[config.mk]
export PLATFORM = sky130hd
export DESIGN_NAME = pc88_loader_ctrl
export DESIGN_NICKNAME = d
export VERILOG_FILES = /design/src/rtl/pc88_loader_ctrl.sv
export SDC_FILE = /design/constraint.sdc
export NUM_CORES = 1
export LEC_CHECK = 0
export ABC_AREA = 1
export CORE_ASPECT_RATIO = 1.1
export CORE_MARGIN = 2
export CORE_UTILIZATION = 50
export DETAILED_ROUTE_END_ITERATION = 10
export DONT_BUFFER_PORTS = 1
export SETUP_SLACK_MARGIN = 0.1
export SLEW_MARGIN = 15
export SYNTH_ARGS = -nofsm -noshare
export SYNTH_HDL_FRONTEND = slang
export SYNTH_SLANG_ARGS = --single-unit
[constraint.sdc]
create_clock -name clk_sys -period 3.65 [get_ports clk_sys]
set_input_delay 0.5475 -clock clk_sys [delete_from_list [all_inputs] [get_ports clk_sys]]
set_output_delay 0.5475 -clock clk_sys [all_outputs]
set_load 0.005 [all_outputs]
[src/rtl/pc88_loader_ctrl.sv]
`default_nettype none
// ============================================================================
// Module   : pc88_loader_ctrl
// Brief    : Queues HPS ioctl download bytes and replays them to the PC88
//            loader port using a request/acknowledge handshake.
// Revision : 1.0 - initial release
// ============================================================================
module pc88_loader_ctrl #(
    parameter int ADDR_W = 19,
    parameter int DEPTH  = 4,
    parameter int ACK_TO = 4095
) (
    input  logic              clk_sys,
    input  logic              rstn,
    input  logic              ioctl_download,
    input  logic [7:0]        ioctl_index,
    input  logic              ioctl_wr,
    input  logic [24:0]       ioctl_addr,
    input  logic [7:0]        ioctl_dout,
    output logic              ioctl_wait,
    output logic [ADDR_W-1:0] ldr_adr,
    output logic [7:0]        ldr_wdat,
    output logic              ldr_wr,
    input  logic              ldr_ack,
    output logic              ldr_oe,
    output logic              ldr_done,
    output logic [7:0]        ldr_index,
    output logic              ldr_err
);
    localparam int c_ptr_w = (DEPTH > 1) ? $clog2(DEPTH) : 1;
    localparam int c_cnt_w = c_ptr_w + 1;
    localparam int c_to_w  = $clog2(ACK_TO + 1);
    localparam int c_ent_w = ADDR_W + 8;
    localparam logic [c_cnt_w-1:0] c_full_cnt = c_cnt_w'(DEPTH);
    localparam logic [c_cnt_w-1:0] c_wait_cnt = c_cnt_w'(DEPTH - 1);
    localparam logic [c_to_w-1:0]  c_to_last  = c_to_w'(ACK_TO - 1);

    typedef enum logic [1:0] {
        S_IDLE  = 2'd0,
        S_REQ   = 2'd1,
        S_DRAIN = 2'd2,
        S_DONE  = 2'd3
    } state_t;

    state_t               state_q, state_d;
    logic [c_ent_w-1:0]   mem_q [DEPTH];
    logic [c_ptr_w-1:0]   wr_ptr_q, wr_ptr_d, rd_ptr_q, rd_ptr_d;
    logic [c_cnt_w-1:0]   count_q, count_d;
    logic [c_to_w-1:0]    to_cnt_q, to_cnt_d;
    logic [ADDR_W-1:0]    adr_q, adr_d;
    logic [7:0]           wdat_q, wdat_d, index_q, index_d;
    logic                 wait_q, wait_d, wr_q, wr_d, done_q, done_d;
    logic                 err_q, err_d, started_q, started_d;
    logic                 old_ack_q, old_dl_q;

    logic                 w_full, w_empty, w_push, w_pop, w_overflow;
    logic                 w_ack_edge, w_dl_rise;
    logic [c_ent_w-1:0]   w_head;

    generate
        if (ADDR_W < 25) begin : g_unused_addr
            logic w_unused;
            assign w_unused = &{1'b0, ioctl_addr[24:ADDR_W]};
        end
    endgenerate

    always_comb begin
        w_full     = (count_q == c_full_cnt);
        w_empty    = (count_q == '0);
        w_ack_edge = ldr_ack & ~old_ack_q;
        w_dl_rise  = ioctl_download & ~old_dl_q;
        w_push     = ioctl_wr & ioctl_download & ~w_full;
        w_overflow = ioctl_wr & ioctl_download & w_full;
        w_head     = mem_q[rd_ptr_q];
        w_pop      = 1'b0;

        state_d   = state_q;
        adr_d     = adr_q;
        wdat_d    = wdat_q;
        wr_d      = wr_q;
        to_cnt_d  = to_cnt_q;
        done_d    = done_q;
        err_d     = err_q;
        index_d   = index_q;
        started_d = started_q;

        // A new download session re-arms the status flags from any state.
        if (w_dl_rise) begin
            index_d   = ioctl_index;
            done_d    = 1'b0;
            err_d     = 1'b0;
            started_d = 1'b1;
        end

        case (state_q)
            S_IDLE, S_DRAIN: begin
                if (!w_empty) begin
                    adr_d    = w_head[c_ent_w-1:8];
                    wdat_d   = w_head[7:0];
                    wr_d     = 1'b1;
                    to_cnt_d = '0;
                    state_d  = S_REQ;
                end else if (state_q == S_DRAIN) begin
                    if (ioctl_download) begin
                        state_d = S_IDLE;
                    end else if (!wr_q) begin
                        state_d   = S_DONE;
                        done_d    = 1'b1;
                        started_d = 1'b0;
                    end
                end else if (started_q && !ioctl_download) begin
                    state_d = S_DRAIN;
                end
            end
            S_REQ: begin
                if (w_ack_edge || (to_cnt_q == c_to_last)) begin
                    w_pop   = 1'b1;
                    wr_d    = 1'b0;
                    state_d = ioctl_download ? S_IDLE : S_DRAIN;
                    if (!w_ack_edge) begin
                        err_d = 1'b1;
                    end
                end else begin
                    to_cnt_d = to_cnt_q + 1'b1;
                end
            end
            S_DONE: begin
                if (w_dl_rise) begin
                    state_d = S_IDLE;
                end
            end
            default: state_d = S_IDLE;
        endcase

        if (w_overflow) begin
            err_d = 1'b1;
        end

        wr_ptr_d = w_push ? wr_ptr_q + 1'b1 : wr_ptr_q;
        rd_ptr_d = w_pop  ? rd_ptr_q + 1'b1 : rd_ptr_q;
        case ({w_push, w_pop})
            2'b10:   count_d = count_q + 1'b1;
            2'b01:   count_d = count_q - 1'b1;
            default: count_d = count_q;
        endcase
        wait_d = (count_d >= c_wait_cnt);
    end

    always_ff @(posedge clk_sys) begin
        if (w_push) begin
            mem_q[wr_ptr_q] <= {ioctl_addr[ADDR_W-1:0], ioctl_dout};
        end
    end

    always_ff @(posedge clk_sys or negedge rstn) begin
        if (!rstn) begin
            state_q   <= S_IDLE;
            wr_ptr_q  <= '0;
            rd_ptr_q  <= '0;
            count_q   <= '0;
            to_cnt_q  <= '0;
            adr_q     <= '0;
            wdat_q    <= '0;
            index_q   <= '0;
            wait_q    <= 1'b0;
            wr_q      <= 1'b0;
            done_q    <= 1'b0;
            err_q     <= 1'b0;
            started_q <= 1'b0;
            old_ack_q <= 1'b0;
            old_dl_q  <= 1'b0;
        end else begin
            state_q   <= state_d;
            wr_ptr_q  <= wr_ptr_d;
            rd_ptr_q  <= rd_ptr_d;
            count_q   <= count_d;
            to_cnt_q  <= to_cnt_d;
            adr_q     <= adr_d;
            wdat_q    <= wdat_d;
            index_q   <= index_d;
            wait_q    <= wait_d;
            wr_q      <= wr_d;
            done_q    <= done_d;
            err_q     <= err_d;
            started_q <= started_d;
            old_ack_q <= ldr_ack;
            old_dl_q  <= ioctl_download;
        end
    end

    assign ioctl_wait = wait_q;
    assign ldr_adr    = adr_q;
    assign ldr_wdat   = wdat_q;
    assign ldr_wr     = wr_q;
    assign ldr_done   = done_q;
    assign ldr_index  = index_q;
    assign ldr_err    = err_q;
    // Gated by rstn so the bus is released during reset even if a download is active.
    assign ldr_oe     = rstn & (ioctl_download | ~w_empty | wr_q) & ~done_q;

endmodule
`default_nettype wire

==> results.py, run 1 <==
metrics = {
    "clock_tree": {
        "clock-root-buffer": "clkbuf_16",
        "numClockSinks": 171,
        "worstSkewPairLatency_ns": 0.43,
        "cts_htree_levels": 4,
        "clk_pin_slew_ns": 0.06,
        "cts.path.max_buffers": 2,
        "post_cts_resized": 0,
        "tritoncts": "yes",
        "numCtsBuffers": 17,
    },
    "drt": {
        "vias": 4199,
        "routed_wl_um": 13200,
        "drt-wirelength-per-cell_um": 16.5,
        "ant_nets": 0,
        "dr.pass1.iters": 4,
        "viasPerCell": 5.27,
        "dr.first_iter.drc_count": 208,
        "post-route-drc-count": 0,
    },
    "sta": {
        "slew_viol_final": 0,
        "max_freq_ghz": 0.388,
        "finalSetupViolCount": 0,
        "fin_crit_ns": 2.58,
        "finalCritPeriodShare": 0.706,
        "worst_slew_pin_slew_ns": 1.00,
        "slew_headroom": 0.326,
        "hold_slack_ns": 0.00645,
        "tns_ns": 0,
        "report.final.hold_viol_count": 0,
        "skew_ns": 0.0130,
        "rsz0062_at_grt": "false",
    },
    "critical_path": {
        "path_class": "register to register",
        "crit_path_start": "to_cnt_q[0]$_DFFE_PN0P_",
        "worst-path-max-fanout": 7,
        "cp.arrival_ns": 2.89,
        "crit-reg2reg-launch": "to_cnt_q[0]$_DFFE_PN0P_",
        "cp-end-kind": "register",
        "cp_data_required_time_ns": 3.96,
        "start_kind": "register",
    },
    "floorplan": {
        "die_h_um": 127,
        "die_x_um": 116,
        "num_rows": 45,
        "fp.dieArea_mm2": 0.0148,
        "coreArea_mm2": 0.0136,
        "num_io_pins": 86,
        "initial_core_util": 0.506,
    },
    "global_route": {
        "track_usage": 0.191,
        "gr-max-usage-layer": "met2",
        "grt_max_degree": 64,
        "met3_usage": 0.0683,
        "antenna_found_initial": 0,
        "grtUsageMet2": 0.335,
        "grt.overflow.total": 0,
        "grt_pass1_vias": 4191,
        "grtUsageMet1": 0.209,
        "grt_pass1_wl_um": 20800,
    },
    "place": {
        "portBuffers": 0,
        "gp_congestion": 0.803,
        "dp_hpwl_um": 7550,
    },
    "logic_synthesis": {
        "synth_fa_ha_area_frac": 0.0156,
        "yosysSeqAreaShare": 0.699,
        "netlist-cell-type-count": 33,
        "synth_top_family_by_area": "simple AND/OR/NAND/NOR gates",
        "yosysWarnings": 0,
        "synth_seq_cells": 171,
        "synthesis.area_mm2": 0.00690,
        "synth_mux_area_frac": 0.0147,
        "netlist_instances": 598,
        "synth_compound_area_frac": 0.0831,
        "synth_fp_nets": 652,
        "synth_simple_gate_area_share": 0.145,
        "synth_area_per_cell_um2": 11.5,
        "synth-xor-area-share": 0.0114,
    },
    "cells_and_area": {
        "n_fill_cell": 1151,
        "nNetsFinal": 651,
        "drive_gt1_frac": 0.0936,
        "antennaDiodeCount": 0,
        "final_common_cell": "nor2_1",
        "mostFrequentLayoutCells": "nor2_1, edfxtp_1, o21ai_0, dfrtp_1, nand2_1",
        "area_growth_pct": 11.2,
    },
    "pwr": {
        "p_per_area_mw_per_mm2": 775,
        "peakVddDrop_mv": 0.417,
        "leakagePower_nw": 2.85,
    },
    "outcome": {
        "status": "finished clean",
    },
    "hold_path": {
        "min_path_type": "input port to async pin",
    },
    "flow_run": {
        "max_cap_viol_count": 0,
    },
}
-- cells by family (layout without fill, tap and decap cells) --
group	Yosys count	after routing
xor gates and xnor gates	9	9
DFF	171	171
adders and majority gates	8	8
buffers and inverters	53	64
and+or+nand+nor	245	245
AOI/OAI and AO/OA	103	103
muxes	9	9
-- cell type report --
type	instances	area, um^2	share of cell area
clock buffers	21	450	0.0587
repair buffers	4	50.0	0.00652
flip-flops and latches	171	4820	0.628
well taps	188	235	0.0307
inverters	29	109	0.0142
clock inverters	10	119	0.0155
multi-input cells	374	1890	0.246
-- layer usage --
metal	share of wire	wire, um
met2	0.53	6940
met4	0.017	228
met5	0	0
met1	0.40	5250
met3	0.058	760
-- critical path: stages (launching register included) --
cell	delay [ns]
dfrtp_1	0.46
inv_1	0.09
ha_1	0.20
nand2_1	0.07
nor2_2	0.04
nand3_2	0.12
nand2_1	0.06
nand2_1	0.16
inv_1	0.10
ha_1	0.23
fa_1	0.39
a21oi_1	0.14
o21ai_0	0.13
xor2_1	0.17
inv_1	0.06
nand2_1	0.04
-- report_power, final --
group | internal, mW | switching [mW] | total (mW) | leakage [nW]
registers | 2.45 | 0.245 | 2.70 | 1.72
logic | 0.481 | 1.03 | 1.51 | 0.855
clock network | 1.02 | 0.713 | 1.74 | 0.271
-- path summary, 6_finish.rpt --
check	endpoint	slack, ns	cells past startpoint
max	ioctl_wait$_DFF_PN0_	1.07	15
max in group asynchronous	rd_ptr_q[0]$_DFFE_PN0P_	3.36	1
max reg2reg	ioctl_wait$_DFF_PN0_	1.07	15
min	to_cnt_q[6]$_DFFE_PN0P_	0.006	1
min reg2reg	ldr_err$_DFF_PN0_	0.53	2
min in group clk_sys	old_ack_q$_DFF_PN0_	0.15	0
-- cells in the mapped netlist, drive strengths merged --
library cell,n,area share
edfxtp,108,0.47
o221ai,1,0.0013
nor2,159,0.089
ha,7,0.013
nand3,21,0.016
nand2,57,0.032
nand3b,1,0.0011
buf,16,0.012
a31oi,27,0.024
or2,1,0.00091
mux2,9,0.015
xnor2,2,0.0025
a21o,1,0.0011
inv,27,0.015
o21ai,66,0.048
o21a,1,0.0011
fa,1,0.0029
a21oi,7,0.0067
dfrtp,63,0.23
clkinv,2,0.0011
nand4,6,0.0054
clkbuf,8,0.0044
xor2,7,0.0089
-- through the flow --
stage	cells	util	area (um^2)	power (mW)	setup WS [ns]
after floorplan	598	-	6900	3.86	1.28
after global placement	765	0.519	7080	4.20	1.11
after detailed placement	765	0.519	7080	4.26	1.10
after CTS	797	0.563	7670	6.02	1.05
after global routing	797	0.563	7670	6.36	0.789
final	797	0.563	7670	5.95	1.07
-- flip-flops by register name, indices dropped and copies added, names as in the netlist, 2 cells and up --
signal	count
wr_ptr_q	2
ldr_index	8
mem_q	108
ldr_adr	19
to_cnt_q	12
count_q	3
ldr_wdat	8
state_q	2
rd_ptr_q	2
-- timing repair --
action / 4_1_cts / 5_1_grt
hold endpoints to repair: 63 / 0
hold buffers: 1 / 0
buffers inserted: 0 / 0
(Power assumes the default switching activity.)
==> inputs of run 2 (changes only) <==
Clock period 3.65 ns to 2.47 ns, I/O delays scaled along.
==> results.py, run 2 (synthesized netlist as in run 1, its figures left out) <==
metrics = {
    "clock_tree": {
        "numCtsBuffers": 17,
        "clock-root-buffer": "clkbuf_16",
        "tritoncts": "yes",
        "worstSkewPairLatency_ns": 0.42,
        "clk_pin_slew_ns": 0.06,
        "cts.path.max_buffers": 2,
        "cts_htree_levels": 4,
        "numClockSinks": 171,
    },
    "sta": {
        "skew_ns": 0.00664,
        "slew_viol_final": 0,
        "slew_headroom": 0.599,
        "finalSetupViolCount": 0,
        "tns_ns": 0,
        "max_freq_ghz": 0.449,
        "fin_crit_ns": 2.23,
        "rsz0062_at_grt": "false",
        "worst_slew_pin_slew_ns": 0.602,
        "finalCritPeriodShare": 0.901,
        "report.final.hold_viol_count": 0,
    },
    "cells_and_area": {
        "largest_reg_flops": 108,
        "mostFrequentLayoutCells": "nor2_1, edfxtp_1, o21ai_0, dfrtp_1, nand2_1",
        "drive_gt1_frac": 0.128,
        "antennaDiodeCount": 0,
        "n_fill_cell": 1133,
        "nNetsFinal": 673,
        "area_growth_pct": 14.8,
        "regMostFlops": "mem_q",
        "final_common_cell": "nor2_1",
    },
    "critical_path": {
        "cp-end-kind": "register",
        "start_kind": "register",
        "timing.critical_path.buf_inv": 2,
        "r2r_cells": 13,
        "cp.arrival_ns": 2.53,
        "slowest_delay_ns": 0.41,
        "slowest_stage": "fa_1",
        "crit-reg2reg-launch": "to_cnt_q[0]$_DFFE_PN0P_",
        "cp_common_cell": "nand2_1",
        "critical_path.top_delay_family": "adder cells",
        "worst-path-max-fanout": 4,
        "cp_data_required_time_ns": 2.77,
        "path_class": "register to register",
        "r2r-end": "ioctl_wait$_DFF_PN0_",
        "r2r_slack_ns": 0.24,
        "crit_chain": "inv_1, ha_1, nand2_1, nor2_2, nand3_4, nand2_1, nand2_1, inv_1, ha_4, fa_1, mux2_2, nand2_1, nand2_1",
    },
    "floorplan": {
        "fp.dieArea_mm2": 0.0148,
        "coreArea_mm2": 0.0136,
        "initial_core_util": 0.506,
        "die_x_um": 116,
        "die_h_um": 127,
        "num_rows": 45,
        "num_io_pins": 86,
    },
    "drt": {
        "dr.pass1.iters": 4,
        "vias": 4278,
        "viasPerCell": 5.22,
        "routed_wl_um": 13300,
        "ant_nets": 0,
        "dr.first_iter.drc_count": 281,
        "post-route-drc-count": 0,
        "drt-wirelength-per-cell_um": 16.2,
    },
    "hold_path": {
        "worstHoldStart": "ioctl_addr[1]",
        "min_path_type": "input port to register",
        "whs_endpoint": "mem_q[1][9]$_DFFE_PP_",
        "worstHoldPathCells": 0,
    },
    "global_route": {
        "antenna_found_initial": 0,
        "grt_pass1_vias": 4262,
        "track_usage": 0.190,
        "grt_max_degree": 64,
        "grt_pass1_wl_um": 20900,
        "grt.overflow.total": 0,
    },
    "flow_run": {
        "max_cap_viol_count": 0,
    },
    "place": {
        "dp_hpwl_um": 8050,
        "portBuffers": 0,
        "gp_congestion": 0.790,
    },
    "pwr": {
        "finalPower_mw": 9.08,
        "p_per_area_mw_per_mm2": 1150,
        "leakagePower_nw": 2.98,
        "peakVddDrop_mv": 0.698,
    },
    "outcome": {
        "status": "finished clean",
    },
}
[run 2: how the worst max path moves through the flow]
stage / startpoint / end / slack [ns] / depth (start not counted)
floorplan: count_q[0]$_DFF_PN0_ / mem_q[0][0]$_DFFE_PP_ / 0.12 / 4
global placement: to_cnt_q[1]$_DFFE_PN0P_ / ioctl_wait$_DFF_PN0_ / 0.22 / 14
detailed placement: to_cnt_q[1]$_DFFE_PN0P_ / ioctl_wait$_DFF_PN0_ / 0.15 / 14
CTS: to_cnt_q[1]$_DFFE_PN0P_ / ioctl_wait$_DFF_PN0_ / 0.14 / 14
global route: to_cnt_q[0]$_DFFE_PN0P_ / ioctl_wait$_DFF_PN0_ / 0.12 / 15
finish: to_cnt_q[0]$_DFFE_PN0P_ / ioctl_wait$_DFF_PN0_ / 0.24 / 13
[run 2: report_power, final]
part / switching [mW] / total (mW) / leakage (nW) / internal [mW]
sequential: 0.350 / 3.97 / 1.72 / 3.62
clock: 1.10 / 2.64 / 0.289 / 1.54
combinational: 1.60 / 2.46 / 0.973 / 0.867
[run 2: per-layer routing]
layer  vias to the layer above  wire [um]  GRT usage
met1                      2049       5460      0.224
li1                       2093          -          -
met2                       119       6760      0.320
met4                         0        222     0.0728
met3                        17        867     0.0650
met5                         -          0          0
[run 2: through the flow]
stage / instance area (um^2) / worst slack (ns) / cells / hold slack [ns] / util
6_report: 7920 / 0.245 / 820 / 0.0427 / 0.581
3_5_place_dp: 7210 / 0.150 / 780 / 0.0768 / 0.529
3_3_place_gp: 7210 / 0.219 / 780 / 0.0767 / 0.529
5_1_grt: 7920 / 0.120 / 820 / 0.0217 / 0.581
2_1_floorplan: 6900 / 0.119 / 598 / 0.0749 / -
4_1_cts: 7870 / 0.136 / 816 / 0.0261 / 0.578
[run 2: cell type report]
cell class	count	area, um^2	share of cell area
clock inverters	14	159	0.0201
well taps	188	235	0.0297
inverters	29	109	0.0137
repair buffers	26	248	0.0313
multi-input cells	374	1910	0.241
clock buffers	18	439	0.0555
flip-flops and latches	171	4820	0.609
[run 2: what timing repair did]
action	in CTS	in global routing
buffers inserted	0	4
resized for setup	0	4
setup endpoints to repair	0	2
hold buffers	4	0
endpoints found under the hold margin	65	0
[run 2: worst reg2reg max path, delay by kind of cell (launching register included)]
family / cells / cell delay [ns]
flops: 1 / 0.38
buf+inv: 2 / 0.19
fa+ha+maj: 3 / 0.71
mux: 1 / 0.28
simple gates: 7 / 0.57
